==> config.mk <==
export PLATFORM = sky130hd
export DESIGN_NAME = io_uart_tx
export DESIGN_NICKNAME = d
export VERILOG_FILES = /design/src/rtl/io_uart_tx.sv
export SDC_FILE = /design/constraint.sdc
export NUM_CORES = 1
export LEC_CHECK = 0
export CORE_ASPECT_RATIO = 0.9
export CORE_MARGIN = 2
export CORE_UTILIZATION = 45
export CTS_CLUSTER_SIZE = 20
export DETAILED_ROUTE_END_ITERATION = 8
export MAX_ROUTING_LAYER = met4
export PLACE_DENSITY = 0.79
export SKIP_CTS_REPAIR_TIMING = 1
export SLEW_MARGIN = 25
export SYNTH_ARGS = -nofsm -noshare
export SYNTH_HDL_FRONTEND = slang
export SYNTH_SLANG_ARGS = --single-unit
==> constraint.sdc <==
create_clock -name i_clk -period 6 [get_ports i_clk]
set_clock_uncertainty 0.15 [all_clocks]
set_input_delay 1.8 -clock i_clk [delete_from_list [all_inputs] [get_ports i_clk]]
set_output_delay 1.8 -clock i_clk [all_outputs]
set_load 0.05 [all_outputs]
==> src/rtl/io_uart_tx.sv <==
`default_nettype none
// ---------------------------------------------------------------------------
// io_uart_tx : LSU-mapped UART transmitter (FIFO + 8N1 serializer)
// Optional even parity bit when UART_TX_PARITY_EN is defined.  Rev 1.0
// ---------------------------------------------------------------------------
module io_uart_tx #(
  parameter logic [31:0] BASE_ADDR  = 32'h0000_7030,
  parameter int          FIFO_DEPTH = 8,
  parameter logic [15:0] DIV_RESET  = 16'd434
) (
  input  logic        i_clk,
  input  logic        i_rst,
  input  logic [31:0] i_lsu_addr,
  input  logic [31:0] i_st_data,
  input  logic        i_lsu_wren,
  input  logic        i_lsu_rden,
  output logic [31:0] o_ld_data,
  output logic        o_sel,
  output logic        o_uart_tx,
  output logic        o_tx_busy
);

  localparam int c_ptr_w = $clog2(FIFO_DEPTH);
  localparam int c_cnt_w = c_ptr_w + 1;

  typedef enum logic [2:0] {
    ST_IDLE   = 3'd0,
    ST_START  = 3'd1,
    ST_DATA   = 3'd2,
    ST_PARITY = 3'd3,
    ST_STOP   = 3'd4
  } state_t;

  logic [7:0]         r_mem [FIFO_DEPTH];
  logic [c_ptr_w-1:0] r_wptr, r_rptr;
  logic [c_cnt_w-1:0] r_count;
  logic               r_overflow;
  logic [15:0]        r_div;

  state_t      r_state, w_state_nxt;
  logic [15:0] r_bit_cnt, w_bit_cnt_nxt;
  logic [7:0]  r_shift, w_shift_nxt;
  logic [2:0]  r_bit_idx, w_bit_idx_nxt;
`ifdef UART_TX_PARITY_EN
  logic        r_parity, w_parity_nxt;
`endif

  logic        w_empty, w_full, w_pop, w_tx;
  logic        w_push_req, w_push_ok, w_wr_status, w_wr_div;
  logic        w_bit_end;
  logic [15:0] w_reload;
  logic [7:0]  w_head;
  logic [31:0] w_status;
  logic        w_unused;

  assign o_sel       = (i_lsu_addr[31:4] == BASE_ADDR[31:4]);
  assign w_push_req  = o_sel && i_lsu_wren && (i_lsu_addr[3:2] == 2'd0);
  assign w_wr_status = o_sel && i_lsu_wren && (i_lsu_addr[3:2] == 2'd1);
  assign w_wr_div    = o_sel && i_lsu_wren && (i_lsu_addr[3:2] == 2'd2);

  assign w_empty   = (r_count == '0);
  assign w_full    = (r_count == c_cnt_w'(FIFO_DEPTH));
  // A full FIFO still takes a byte when the serializer frees a slot this cycle
  assign w_push_ok = w_push_req && (!w_full || w_pop);
  assign w_head    = r_mem[r_rptr];
  assign w_bit_end = (r_bit_cnt == 16'd0);
  assign w_reload  = r_div - 16'd1;

  assign o_tx_busy = (r_state != ST_IDLE);
  assign o_uart_tx = w_tx;

  assign w_status = (32'(r_count) << 8) |
                    {28'd0, r_overflow, o_tx_busy, w_empty, w_full};

  always_comb begin
    o_ld_data = 32'd0;
    if (o_sel && i_lsu_rden) begin
      case (i_lsu_addr[3:2])
        2'd1:    o_ld_data = w_status;
        2'd2:    o_ld_data = {16'd0, r_div};
        default: o_ld_data = 32'd0;
      endcase
    end
  end

  always_comb begin
    w_state_nxt   = r_state;
    w_bit_cnt_nxt = r_bit_cnt;
    w_shift_nxt   = r_shift;
    w_bit_idx_nxt = r_bit_idx;
`ifdef UART_TX_PARITY_EN
    w_parity_nxt  = r_parity;
`endif
    w_pop         = 1'b0;
    w_tx          = 1'b1;
    if (!w_bit_end) w_bit_cnt_nxt = r_bit_cnt - 16'd1;

    case (r_state)
      ST_IDLE: begin
        if (!w_empty) begin
          w_pop         = 1'b1;
          w_shift_nxt   = w_head;
          w_bit_cnt_nxt = w_reload;
`ifdef UART_TX_PARITY_EN
          w_parity_nxt  = ^w_head;
`endif
          w_state_nxt   = ST_START;
        end
      end
      ST_START: begin
        w_tx = 1'b0;
        if (w_bit_end) begin
          w_bit_cnt_nxt = w_reload;
          w_bit_idx_nxt = 3'd0;
          w_state_nxt   = ST_DATA;
        end
      end
      ST_DATA: begin
        w_tx = r_shift[0];
        if (w_bit_end) begin
          w_bit_cnt_nxt = w_reload;
          w_shift_nxt   = {1'b0, r_shift[7:1]};
          w_bit_idx_nxt = r_bit_idx + 3'd1;
          if (r_bit_idx == 3'd7) begin
`ifdef UART_TX_PARITY_EN
            w_state_nxt = ST_PARITY;
`else
            w_state_nxt = ST_STOP;
`endif
          end
        end
      end
`ifdef UART_TX_PARITY_EN
      ST_PARITY: begin
        w_tx = r_parity;
        if (w_bit_end) begin
          w_bit_cnt_nxt = w_reload;
          w_state_nxt   = ST_STOP;
        end
      end
`endif
      ST_STOP: begin
        if (w_bit_end) begin
          // Chain straight into the next start bit when more data is queued
          if (!w_empty) begin
            w_pop         = 1'b1;
            w_shift_nxt   = w_head;
            w_bit_cnt_nxt = w_reload;
`ifdef UART_TX_PARITY_EN
            w_parity_nxt  = ^w_head;
`endif
            w_state_nxt   = ST_START;
          end else begin
            w_state_nxt   = ST_IDLE;
          end
        end
      end
      default: w_state_nxt = ST_IDLE;
    endcase
  end

  always_ff @(posedge i_clk) begin
    if (i_rst) begin
      r_state    <= ST_IDLE;
      r_bit_cnt  <= 16'd0;
      r_shift    <= 8'd0;
      r_bit_idx  <= 3'd0;
`ifdef UART_TX_PARITY_EN
      r_parity   <= 1'b0;
`endif
      r_wptr     <= '0;
      r_rptr     <= '0;
      r_count    <= '0;
      r_overflow <= 1'b0;
      r_div      <= DIV_RESET;
    end else begin
      r_state   <= w_state_nxt;
      r_bit_cnt <= w_bit_cnt_nxt;
      r_shift   <= w_shift_nxt;
      r_bit_idx <= w_bit_idx_nxt;
`ifdef UART_TX_PARITY_EN
      r_parity  <= w_parity_nxt;
`endif
      if (w_push_ok) r_wptr <= r_wptr + c_ptr_w'(1);
      if (w_pop)     r_rptr <= r_rptr + c_ptr_w'(1);
      case ({w_push_ok, w_pop})
        2'b10:   r_count <= r_count + c_cnt_w'(1);
        2'b01:   r_count <= r_count - c_cnt_w'(1);
        default: r_count <= r_count;
      endcase
      // A dropped byte outranks a clearing write in the same cycle
      if (w_push_req && !w_push_ok)
        r_overflow <= 1'b1;
      else if (w_wr_status && i_st_data[3])
        r_overflow <= 1'b0;
      if (w_wr_div)
        r_div <= (i_st_data[15:0] == 16'd0) ? 16'd1 : i_st_data[15:0];
    end
  end

  // Storage needs no reset: reset clears the pointers, so stale bytes are unreachable
  always_ff @(posedge i_clk) begin
    if (w_push_ok) r_mem[r_wptr] <= i_st_data[7:0];
  end

  assign w_unused = &{1'b0, i_st_data[31:16], i_lsu_addr[1:0]};

endmodule
`default_nettype wire

# Word level (Yosys, flattened, before mapping)
# Memory sizes are Yosys's and may differ from the RTL's. A register that Yosys moved wholly into a read port is not among the register bits.
# Index checks and enable logic that the tools add are counted.
# word_totals
word_cells	91
regBits	57
memories	1
out_inout_bits	35
in_bits	68
ram_bits	64
# op_classes
n_eq_ne	15
n_mux	33
bitwise	1
reduce_logical	25
addsub	7
# memory_table
memory	depth	word_bits	read_ports	rd_ports_with_merged_regs	write_ports	line	source
r_mem	8	8	1	1	1	34	logic [7:0] r_mem [FIFO_DEPTH];
# op_table
op	n
16-bit two-way mux	5
16-bit case mux with 3 select lines	1
16-bit zero test	2
32-bit two-way mux	1
16-bit case mux with 2 select lines	1
16-bit by 1-bit subtractor with 16-bit output, second input constant	2
28-bit by 11-bit equality test with 1-bit output, second input constant	1
3-bit two-way mux	9
8-bit two-way mux	3
8-bit case mux with 3 select lines	1
12-bit by 4-bit bitwise OR with 12-bit output	1
3-bit case mux with 4 select lines	1
2-bit != test, second input constant	5
3-bit by 1-bit adder with 3-bit output, second input constant	3
1-bit logical AND	8
4-bit case mux with 2 select lines	1
1-bit two-way mux	7
3-bit equality test, second input constant	2
3-bit case mux with 2 select lines	1
3-bit AND reduction	2
2-bit nonzero test	3
3-bit nonzero test	2
5-bit AND reduction	1
4-bit by 1-bit adder with 4-bit output, second input constant	1
other kinds (13)	17

# Logic depth before layout (Yosys ltp)
# logic_depth
ltp_word	9
mapped_depth	12
mapped_depth_nobuf	12

# Worst setup path before layout
# No wires, ideal clock.
# synth_path
path_kind	input to output
from	input i_lsu_addr[17]
to	output o_ld_data[0]
t_required_ns	4.050
path_stages	5
n_path_buf	0
arrival_time_ns	4.071
path_slack_ns	-0.021
cell_sequence	nor4b_1 -> nand4_1 -> nor2_1 -> nand3_1 -> nor2_1
# synth_between
elab_chain_cells	3
# synth_lines
element	line	source
start, declared	13	input logic [31:0] i_lsu_addr,
28-bit by 11-bit equality test with 1-bit output	56	assign o_sel = (i_lsu_addr[31:4] == BASE_ADDR[31:4]);
named net o_sel	18	output logic o_sel,
1-bit logical AND	77	if (o_sel && i_lsu_rden) begin
32-bit two-way mux	77	
end, declared	17	output logic [31:0] o_ld_data,
# The timed path passes the listed nets, and every way through them passes these cells.

# Final worst setup path
# layout_path
from	input i_lsu_addr[14]
to	output o_ld_data[2]
# layout_between
elab_chain_cells	3
# layout_lines
element	line
28-bit by 11-bit equality test with 1-bit output	56
1-bit logical AND	77
32-bit two-way mux	77
# Every way passes these cells.

==> flow_metrics.tcl <==
set metrics [dict create \
    p_total_uw 2740 \
    start_util_pct 46.3 \
    drive_above_1_share_pct 14.9 \
    netSwitchingFraction_pct 32.0 \
    arrival_ns 3.77 \
    reg2reg_depth 12 \
    syn_inst 561 \
    min_period_ns 5.72 \
    post-place-cells 775 \
    ys_seq_elements 124 \
    core_mm2 0.0134 \
    avgRoutedWirePerCell_um 17.5 \
    drt-pass1-iter-count 5 \
    p_clk_share_pct 36.1 \
    async_reset_ff_share_pct 0 \
    required_ns 4.05 \
    grt_max_degree 60 \
    syn2layout_area_growth_pct 23.7 \
    synth_top_area_share_pct 30.9 \
    ant_nets 0 \
    ios 103 \
    final_util_pct 57.3 \
    power_frac_seq_pct 36.7 \
    ys_seq_area_share_pct 50.3 \
    synth_most_common_cell "edfxtp_1" \
    hold_depth 2 \
    hp-start "r_shift[7]" \
    clk_pin_slew_ns 0.06 \
    p_sw_uw 875 \
    worst_slew_pin_slew_ns 0.911 \
    antenna_found_initial 0 \
    power_density_mw_per_mm2 356 \
    tritoncts "yes" \
    yosysUniqueCellTypes 64 \
    antenna_cells 0 \
    numClockSinks 124 \
    finalSetupViolations 0 \
    hold_path_class "reg -> reg" \
    die_w_um 128 \
    startpoint_type "primary input" \
    gp_congestion 0.887 \
    p_int_uw 1860 \
    finalCritPeriodShare_pct 95.3 \
    combinationalPowerShare_pct 27.3 \
    worstHoldEndpoint "r_shift[7]" \
    yosys_warnings 0 \
    synth_ff_type "edfxtp_1" \
    ff2ff_setup_slack_ns 2.25 \
    peakVddDrop_v 0.000201 \
    clk_latency_ns 0.42 \
    syn_area_mm2 0.00621 \
    worst-path-max-fanout 8 \
    route.detailed.drc 0 \
    worstSetupPathType "in -> out" \
    synth_common_cells "edfxtp_1, nor2_1, dfxtp_1, nand2_1, mux2i_1" \
    hold_ws_ns 0.305 \
    synth_top_area_cell "edfxtp_1" \
    hold_violations 0 \
    rsz0062_at_grt "no" \
    cp_cell_sequence "clkdlybuf4s50_1, nor4b_1, nand4_1, nor2_1, nand3_1, nor2_1, buf_12" \
    leakagePower_uw 0.00279 \
    port_buffers 68 \
    final_cells 807 \
    gr-usage-all-layers_pct 20.5 \
    max_freq_ghz 0.175 \
    cts_buffers 17 \
    grt_first_pass_wirelength_mm 22.6 \
    max_cap_violations 0 \
    critPathMaxStageDelay_ns 0.46 \
    clk_path_buf_depth 2 \
    crit_top_cell "nor2_1" \
    worst_path_max_delay_cell "clkdlybuf4s50_1" \
    max_slew_margin_pct 39.0 \
    cts_max_level 4 \
    cts_root_buf "clkbuf_16" \
    wirelength_mm 14.1 \
    fin_nets 706 \
    reg2reg_from "r_bit_cnt[0]" \
    yosys-top-cells-area "edfxtp_1, dfxtp_1, mux4_2" \
    die_area_mm2 0.0148 \
    grt_pass1_vias 4545 \
    finalMaxSlewViolations 0 \
    r2r-end "r_count[3]" \
    num_rows 40 \
    drt_iter0_markers 398 \
    die_h_um 115 \
    overflow 0 \
    synth_edf_count 64 \
    syn_area_per_cell_um2 11.1 \
    place_hpwl_mm 9.79 \
    crit_path_end_kind "primary output" \
    n_fill_cell 1052 \
    vias_per_cell 5.75 \
    status "finished, final reports clean" \
    dr_total_vias 4638 \
]
how the worst max path moves through the flow:
stage | startpoint | end | slack, ns
final | i_lsu_addr[14] | o_ld_data[2] | 0.28
after floorplan | i_lsu_addr[17] | o_ld_data[0] | -0.02
after global placement | i_lsu_addr[14] | o_ld_data[8] | 0.27
after detailed placement | i_lsu_addr[14] | o_ld_data[0] | 0.25
after CTS | i_lsu_addr[14] | o_ld_data[0] | 0.23
after global routing | i_lsu_addr[14] | o_ld_data[2] | 0.02
placed cells by master, fill, tap and decap left out, drive strengths merged, types with 11 or more instances in the layout:
| cell | count |
|---|---|
| a21oi | 22 |
| buf | 25 |
| clkbuf | 18 |
| clkdlybuf4s50 | 50 |
| conb | 16 |
| dfxtp | 60 |
| edfxtp | 64 |
| ha | 11 |
| inv | 15 |
| mux2i | 28 |
| mux4 | 16 |
| nand2 | 39 |
| nand3 | 13 |
| nor2 | 61 |
| nor3 | 28 |
| nor4 | 16 |
| o21ai | 16 |
| xnor2 | 16 |
| xor2 | 12 |
power groups by stage:
stage | Combinational [µW] | Sequential, µW | Clock [µW]
final | 746 | 1000 | 987
after global routing | 813 | 1010 | 1030
after CTS | 738 | 1000 | 993
after detailed placement | 728 | 1020 | 0
after global placement | 693 | 1020 | 0
after floorplan | 623 | 985 | 0
registers in the layout (all words and copies together), names as in the netlist, named ones only:
| signal | count |
|---|---|
| r_bit_cnt | 16 |
| r_bit_idx | 3 |
| r_count | 4 |
| r_rptr | 3 |
| r_mem | 64 |
| r_state | 3 |
| r_div | 16 |
| r_overflow | 1 |
| r_wptr | 3 |
| r_shift | 8 |
logic make-up after synthesis:
kind of cell,Yosys count,synth area share [%]
flops,124,50.3
xor+xnor,28,3.95
simple gates,211,18.1
compound gates,83,9.55
other cells,1,0.0604
fa+ha+maj,12,2.54
mux,45,10.5
buf+inv,57,5.00
layer usage:
| layer | part of all wire, % | up-vias | track usage (%) |
|---|---|---|---|
| met1 | 43 | 2240 | 25.7 |
| met4 | 1.7 | 0 | 7.91 |
| li1 | - | 2184 | - |
| met3 | 5.6 | 22 | 4.16 |
| met2 | 50 | 192 | 33.0 |
| met5 | 0 | - | - |
cell type report:
class,count,area [µm²],area share (%)
clock buffer,18,429,5.59
sequential,124,3120,40.7
inverter,13,48.8,0.635
timing repair buffer,75,888,11.6
multi-input combinational,395,2830,36.9
clock inverter,14,146,1.91
tap,168,210,2.74
per-stage QoR:
| stage | cell area (µm²) | TNS [ns] | worst slack (ns) |
|---|---|---|---|
| finish | 7680 | 0 | 0.283 |
| global route | 7680 | 0 | 0.0184 |
| CTS | 7680 | 0 | 0.227 |
| detailed placement | 7100 | 0 | 0.247 |
| global placement | 7100 | 0 | 0.271 |
| floorplan | 6270 | -0.167 | -0.0208 |
critical path, delay by kind of cell:
kind          cells  cell delay [ns]
buf+inv           2             0.63
simple gates      5             1.33
(Power assumes the default switching activity.)
